--- config.mk ---
export PLATFORM = sky130hd
export DESIGN_NAME = uart_echo_responder
export DESIGN_NICKNAME = d
export VERILOG_FILES = /design/src/rtl/uart_pkg.sv /design/src/rtl/uart_byte_fifo.sv /design/src/rtl/uart_echo_responder.sv
export SDC_FILE = /design/constraint.sdc
export NUM_CORES = 1
export LEC_CHECK = 0
export ABC_AREA = 1
export CORE_MARGIN = 4
export CORE_UTILIZATION = 55
export CTS_BUF_LIST = sky130_fd_sc_hd__clkbuf_4 sky130_fd_sc_hd__clkbuf_8
export DETAILED_ROUTE_END_ITERATION = 7
export GPL_TIMING_DRIVEN = 0
export PLACE_DENSITY = 0.74
export SYNTH_ARGS = -nofsm -noshare
export SYNTH_HDL_FRONTEND = slang
export SYNTH_SLANG_ARGS = --single-unit
--- constraint.sdc ---
create_clock -name clk -period 3.63 [get_ports clk]
set_clock_uncertainty 0.2 [all_clocks]
set_input_delay 0.726 -clock clk [delete_from_list [all_inputs] [get_ports clk]]
set_output_delay 0.726 -clock clk [all_outputs]
set_load 0.01 [all_outputs]
--- src/rtl/uart_pkg.sv ---
// uart_pkg: shared UART FSM state encoding and framing constants
package uart_pkg;
   typedef enum logic [1:0] {IDLE, START, DATA, STOP} uart_state_t;
   localparam int DATA_BITS = 8;
   localparam int CLKS_PER_BIT_DEF = 16;
endpackage

--- src/rtl/uart_byte_fifo.sv ---
// uart_byte_fifo: small byte FIFO; a push into a full FIFO succeeds only alongside a pop
module uart_byte_fifo
   import uart_pkg::*;
#(
   parameter int DEPTH = 4
) (
   input  logic                   clk,
   input  logic                   rst,
   input  logic                   push,
   input  logic                   pop,
   input  logic [DATA_BITS-1:0]   din,
   output logic [DATA_BITS-1:0]   dout,
   output logic                   full,
   output logic                   empty,
   output logic [$clog2(DEPTH):0] count
);
   localparam int AW = $clog2(DEPTH);
   logic [DATA_BITS-1:0] mem [DEPTH];
   logic [AW-1:0] wr_ptr, rd_ptr;
   logic do_push, do_pop;
   assign full    = count == (AW+1)'(DEPTH);
   assign empty   = count == '0;
   assign do_pop  = pop && !empty;
   assign do_push = push && (!full || do_pop);
   assign dout    = mem[rd_ptr];
   always_ff @(posedge clk or negedge rst)
      if (!rst) begin
         wr_ptr <= '0;
         rd_ptr <= '0;
         count  <= '0;
      end else begin
         if (do_push) wr_ptr <= wr_ptr + 1'b1;
         if (do_pop) rd_ptr <= rd_ptr + 1'b1;
         count <= count + (AW+1)'(do_push) - (AW+1)'(do_pop);
      end
   always_ff @(posedge clk)
      if (do_push) mem[wr_ptr] <= din;
endmodule

--- src/rtl/uart_echo_responder.sv ---
// uart_echo_responder: 8N1 receiver feeding a byte FIFO that is retransmitted unchanged on tx
module uart_echo_responder
   import uart_pkg::*;
#(
   parameter int CLKS_PER_BIT = CLKS_PER_BIT_DEF,
   parameter int FIFO_DEPTH   = 4
) (
   input  logic                        clk,
   input  logic                        rst,
   input  logic                        rx,
   output logic                        tx,
   input  logic                        tx_enable,
   output logic [7:0]                  rx_byte,
   output logic                        rx_valid,
   output logic                        frame_err,
   output logic                        overflow,
   output logic                        tx_busy,
   output logic [$clog2(FIFO_DEPTH):0] fifo_count
);
   localparam int CW = $clog2(CLKS_PER_BIT);
   logic rx_m, rx_s;
   uart_state_t rx_state, rx_next, tx_state, tx_next;
   logic [CW-1:0] rx_cnt, tx_cnt;
   logic [2:0] rx_bit, tx_bit;
   logic [7:0] rx_shift, tx_data, head;
   logic rx_tick, rx_half, rx_stop, tx_tick, pop, full, empty;
   always_ff @(posedge clk or negedge rst)
      if (!rst) {rx_m, rx_s} <= 2'b11;
      else {rx_m, rx_s} <= {rx, rx_m};
   assign rx_tick = rx_cnt == CW'(CLKS_PER_BIT - 1);
   assign rx_half = rx_cnt == CW'(CLKS_PER_BIT / 2 - 1);
   assign rx_stop = rx_state == STOP && rx_tick;
   always_ff @(posedge clk or negedge rst)
      if (!rst) rx_state <= IDLE;
      else rx_state <= rx_next;
   always_comb begin
      rx_next = rx_state;
      case (rx_state)
         IDLE:    rx_next = rx_s ? IDLE : START;
         START:   rx_next = rx_half ? (rx_s ? IDLE : DATA) : START;
         DATA:    rx_next = (rx_tick && rx_bit == 3'd7) ? STOP : DATA;
         default: rx_next = rx_tick ? IDLE : STOP;
      endcase
   end
   // the start-bit check restarts the baud counter so data samples land mid-bit
   always_ff @(posedge clk or negedge rst)
      if (!rst) begin
         rx_cnt    <= '0;
         rx_bit    <= '0;
         rx_shift  <= '0;
         rx_byte   <= '0;
         rx_valid  <= 1'b0;
         frame_err <= 1'b0;
      end else begin
         rx_cnt    <= (rx_state == IDLE || (rx_state == START && rx_half) || rx_tick) ? '0 : rx_cnt + 1'b1;
         rx_valid  <= rx_stop && rx_s;
         frame_err <= rx_stop && !rx_s;
         if (rx_state == DATA && rx_tick) begin
            rx_shift <= {rx_s, rx_shift[7:1]};
            rx_bit   <= rx_bit + 1'b1;
         end
         if (rx_stop && rx_s) rx_byte <= rx_shift;
      end
   uart_byte_fifo #(.DEPTH(FIFO_DEPTH)) u_fifo (
      .clk(clk), .rst(rst), .push(rx_valid), .pop(pop), .din(rx_byte), .dout(head),
      .full(full), .empty(empty), .count(fifo_count)
   );
   assign overflow = rx_valid && full && !pop;
   assign tx_tick  = tx_cnt == CW'(CLKS_PER_BIT - 1);
   assign pop      = tx_state == IDLE && !empty && tx_enable;
   always_ff @(posedge clk or negedge rst)
      if (!rst) tx_state <= IDLE;
      else tx_state <= tx_next;
   always_comb begin
      tx_next = tx_state;
      case (tx_state)
         IDLE:    tx_next = pop ? START : IDLE;
         START:   tx_next = tx_tick ? DATA : START;
         DATA:    tx_next = (tx_tick && tx_bit == 3'd7) ? STOP : DATA;
         default: tx_next = tx_tick ? IDLE : STOP;
      endcase
   end
   always_ff @(posedge clk or negedge rst)
      if (!rst) begin
         tx_cnt  <= '0;
         tx_bit  <= '0;
         tx_data <= '0;
      end else begin
         tx_cnt <= (tx_state == IDLE || tx_tick) ? '0 : tx_cnt + 1'b1;
         if (pop) tx_data <= head;
         if (tx_state == DATA && tx_tick) tx_bit <= tx_bit + 1'b1;
      end
   always_comb begin
      tx      = tx_state == START ? 1'b0 : tx_state == DATA ? tx_data[tx_bit] : 1'b1;
      tx_busy = tx_state != IDLE;
   end
endmodule

Word level (Yosys, flattened, before mapping)
Memories as Yosys holds them, arrays and structs flattened. A register that Yosys moved wholly into a read port is not among the register bits. Index checks and enable logic that the tools add are counted. Widths: inputs -> output; s select.

Multipliers: 0. Shifts and indexed selects: 0. Divide/modulo/power cells: 0. $add $sub $neg: 8. Equal/unequal tests: 11. Multiplexer cells: 19. Reductions and logical operators: 27. Bitwise logic cells: 0. Magnitude comparators: 1.

Operator list (number): $logic_and 1x1->1 (14); $pmux 2 s3 (2); $mux 2 (5); $eq 3x3->1 const B (3); $mux 1 (9); $add 4x1->4 const B (2); $eq 4x4->1 const B (2); $mux 4 (2); $add 3x1->3 const B (2); $eq 2x2->1 const B (3); $logic_not 1->1 (5); $add 2x1->2 const B (2); $eq 2x1->1 const B (2); $eq 4x3->1 const B (1); $logic_not 2->1 (2); $logic_or 1x1->1 (4); $lt 3x4->1 const B (1); $add 3x1->3 (1); $bmux 1 s3 (1); $logic_not 3->1 (1); $sub 3x1->3 (1); $reduce_bool 2->1 (1).

Bits in registers: 45. Memory bits (read-only): 0. Output and inout port bits: 16. Bits in latches: 0. Logic and storage cells: 82. Input bits: 4. Memory bits (writable): 32. Memories: 1.

Memory list: u_fifo.mem (words 4, width 8, rd ports 1, clocked after Yosys merged registers in 1, wr ports 1, RTL line uart_byte_fifo.sv:18) `logic [DATA_BITS-1:0] mem [DEPTH];`.

Depth between registers and ports, before layout
Depth in word-level cells: 9. Depth in mapped cells: 12. Mapped depth without buffers: 11.

Cells and area by module
A second synthesis with hierarchy kept.

Cell total of the unflattened synthesis: 349. Area total of the unflattened synthesis: 3681.0 um2.

Modules (own cells, without submodules): uart_echo_responder (area an instance 2015.7 um2, sequential area each 1153.6 um2, cells each 210, instances 1); uart_byte_fifo (area an instance 1665.3 um2, sequential area each 1136.1 um2, cells each 139, instances 1).

Worst setup path after synthesis
No wires, ideal clock.

Path kind: input port to flip-flop. Start: input tx_enable. End: register u_fifo.count[2]. Path slack: 1.109 ns. Required time: 3.301 ns. Setup time: 0.129 ns. Data arrival time: 2.192 ns. Stages: 11. Path buffers: 1. Cells stage by stage: inv_1 nor2_1 nand2_1 inv_1 buf_2 ha_1 inv_1 ha_1 fa_1 xnor2_1 xor2_1.

Cells in the longest elaborated chain, start to end: 6.

Ends and longest elaborated chain: from (decl) (RTL line uart_echo_responder.sv:12) `input logic tx_enable,`; $logic_and 1x1->1 (*) (RTL line uart_echo_responder.sv:70) `assign pop = tx_state == IDLE && !empty && tx_enable;`; $logic_and 1x1->1 (*) (RTL line uart_byte_fifo.sv:23) `assign do_pop = pop && !empty;`; net u_fifo.do_pop (RTL line uart_byte_fifo.sv:20) `logic do_push, do_pop;`; $logic_or 1x1->1 (RTL line uart_byte_fifo.sv:24) `assign do_push = push && (!full || do_pop);`; $logic_and 1x1->1 (RTL line uart_byte_fifo.sv:24); $add 3x1->3 (RTL line uart_byte_fifo.sv:34) `count <= count + (AW+1)'(do_push) - (AW+1)'(do_pop);`; $sub 3x1->3 (*) (RTL line uart_byte_fifo.sv:34); to (signal assigned) (RTL line uart_byte_fifo.sv:34); to (decl) (RTL line uart_byte_fifo.sv:15) `output logic [$clog2(DEPTH):0] count`.

Mark *: on every way through the listed nets, which the timed path passes. The rest lies on a longest branch. A chain may end at the register's enable or synchronous reset.

Worst setup path after layout
Start: input tx_enable. End: output overflow.

Cells in the longest elaborated chain, start to end: 3.

Ends and longest elaborated chain: $logic_and 1x1->1 (RTL line uart_echo_responder.sv:70); $logic_not 1->1 (RTL line uart_echo_responder.sv:68) `assign overflow = rx_valid && full && !pop;`; $logic_and 1x1->1 (RTL line uart_echo_responder.sv:68); to (decl) (RTL line uart_echo_responder.sv:16) `output logic overflow,`.

Every way passes these cells.

==> results.cfg <==
[outcome]
outcome = completed

[pwr]
total_leakage_power_nw = 1.92
p_total_mw = 2.05
power_density_nw_per_um2 = 492
peakVddDrop_uv = 375

[clock_tree]
htreeDepth = 3
postCtsHoldBufs = 0
cts-root-buf = clkbuf_8
cts_buffers = 9
clockBufferDepth = 2
clk_latency_ps = 350
cts_setup_buffers = 0
cts_resized = 0
cts_tree = done
clkSinkCount = 85
clk_pin_slew_ps = 80

[global_route]
grt_pass1_vias = 2333
antenna_found_initial = 0
grt_start_max_net_pins = 35
grt_usage_pct = 17.6
grt_pass1_wl_um = 10500
grt_overflow_total = 0

[worst_setup_path]
crit_buf_inv = 5
start_kind = input pin
crit_start = tx_enable
crit_required_ps = 2700
cp_slowest_cell = clkdlybuf4s50_1
crit_arrival_ps = 2260
cp_max_fo = 10
crit_family = buffers and inverters
slowest_delay_ps = 480
end_kind = primary output
path_cells = clkdlybuf4s50_1 -> inv_1 -> nor2_1 -> nand2_1 -> inv_1 -> buf_2 -> nor2_1 -> clkdlybuf4s50_1
r2r_start = u_fifo.count[1]$_DFF_PN0_
path_class = in2out

[timing]
setup_slack_ps = 445
max_freq_mhz = 314
rsz0062_at_grt = false
tightest_slew_ps = 776
period_share_pct = 87.8
period_needed_ps = 3190
finalHoldViolations = 0
fin_setup_tns_ps = 0
slew_headroom_pct = 48.1
drv_slew = 0
holdWs_ps = 115
setup_viol = 0

[finish]
fin_nets = 398
fin_util_pct = 65.1
area_growth_pct = 13.9
layout_common_cells = nand2_1, dfrtp_1, nor2_1
n_fill_cell = 507
stdcell_area_um2 = 4160
diodes = 0
stdcell_count = 463
final_common_cell = nand2_1
drive_gt1_share_pct = 14.5

[flow_run]
drv_cap = 0

[drt]
drc = 0
drtIter0Drc = 123
dr.pass1.iters = 4
vias = 2306
wl_per_cell_um = 13.1
ant_nets = 0
avgViaCountPerCell = 4.98
drt-total-wl_um = 6080

[floorplanning]
die_area_um2 = 8000
dieHeight_um = 89.5
die_w_um = 89.5
core_um2 = 6390
pin_count = 20
initial_utilization_pct = 57.2
fp-row-count = 29

[yosys]
ys_seq_area_share_pct = 62.7
avgSynthCellArea_um2 = 10.4
synthCells = 350
synth_fp_nets = 367
synth_area_um2 = 3650
ys_ff_latch = 85
synth.distinct_cells = 29
ys_warn_count = 0

[placed_design]
place_area_um2 = 3950
place_ws_ps = 430
portBuffers = 19
dp_cells = 447
hpwl_um = 4170
gp_congestion = 0.786

[worst_hold_path]
hp-class = in2async
[metal layers]
layer	global-route usage, %	up-vias	routed length [µm]
li1	-	1182	-
met1	21.3	1073	2720
met2	29.5	44	3020
met3	4.61	7	277
met4	7.98	0	65
met5	0	-	0
[kinds of logic after synthesis]
logic type               count (synthesis)  synth area share [%]
AO/OA/AOI/OAI                           49                  8.09
XOR/XNOR                                 7                  1.68
adder cells (fa/ha/maj)                 13                  4.66
buffers and inverters                   50                  5.93
flip-flops                              85                  62.7
AND/OR/NAND/NOR                        146                  16.9
[synthesized netlist by cell type (all sizes together)]
master / count / share of area, %
o21ai: 44 / 7.3
xnor2: 2 / 0.48
edfxtp: 32 / 26
a21oi: 3 / 0.41
nor2: 49 / 5.7
nand3: 11 / 1.6
fa: 1 / 0.55
dfstp: 2 / 1.4
nor3: 1 / 0.14
buf: 8 / 1.6
o211ai: 1 / 0.21
ha: 12 / 4.1
nand3b: 1 / 0.21
nand2: 84 / 9.2
clkinv: 1 / 0.14
o21a: 1 / 0.21
xor2: 5 / 1.2
inv: 41 / 4.2
dfrtp: 51 / 35
[registers in the layout, summed over array words and instances (netlist names), 3 cells and up]
name / cells
u_fifo.mem: 32
rx_byte: 8
rx_shift: 8
tx_data: 8
rx_cnt: 4
tx_cnt: 4
rx_bit: 3
tx_bit: 3
u_fifo.count: 3
[report_power, final]
| part | internal [mW] | switching, mW |
|---|---|---|
| Sequential | 1.06 | 0.0589 |
| Combinational | 0.114 | 0.145 |
| Clock | 0.327 | 0.345 |
| Total | 1.50 | 0.549 |
[path summary, 6_finish.rpt]
path	slack, ps	cells after the start	to
max in group asynchronous	2520	2	rx_m$_DFF_PN1_
min reg2reg	160	0	rx_s$_DFF_PN1_
min in group clk	160	0	rx_s$_DFF_PN1_
max	440	8	overflow
max reg2reg	1130	11	u_fifo.count[2]$_DFF_PN0_
min	110	1	tx_cnt[0]$_DFF_PN0_
[area by class of cell]
class,count,area [µm²],area share [%]
buffer,8,57.6,1.38
inverter,42,159,3.82
sequential,85,2290,55.1
clock buffer,9,124,2.98
timing repair buffer,20,205,4.94
clock inverter,7,82.6,1.99
multi-input combinational,215,1140,27.5
tap,77,96.3,2.32
Power figures use the tool's default switching activity.
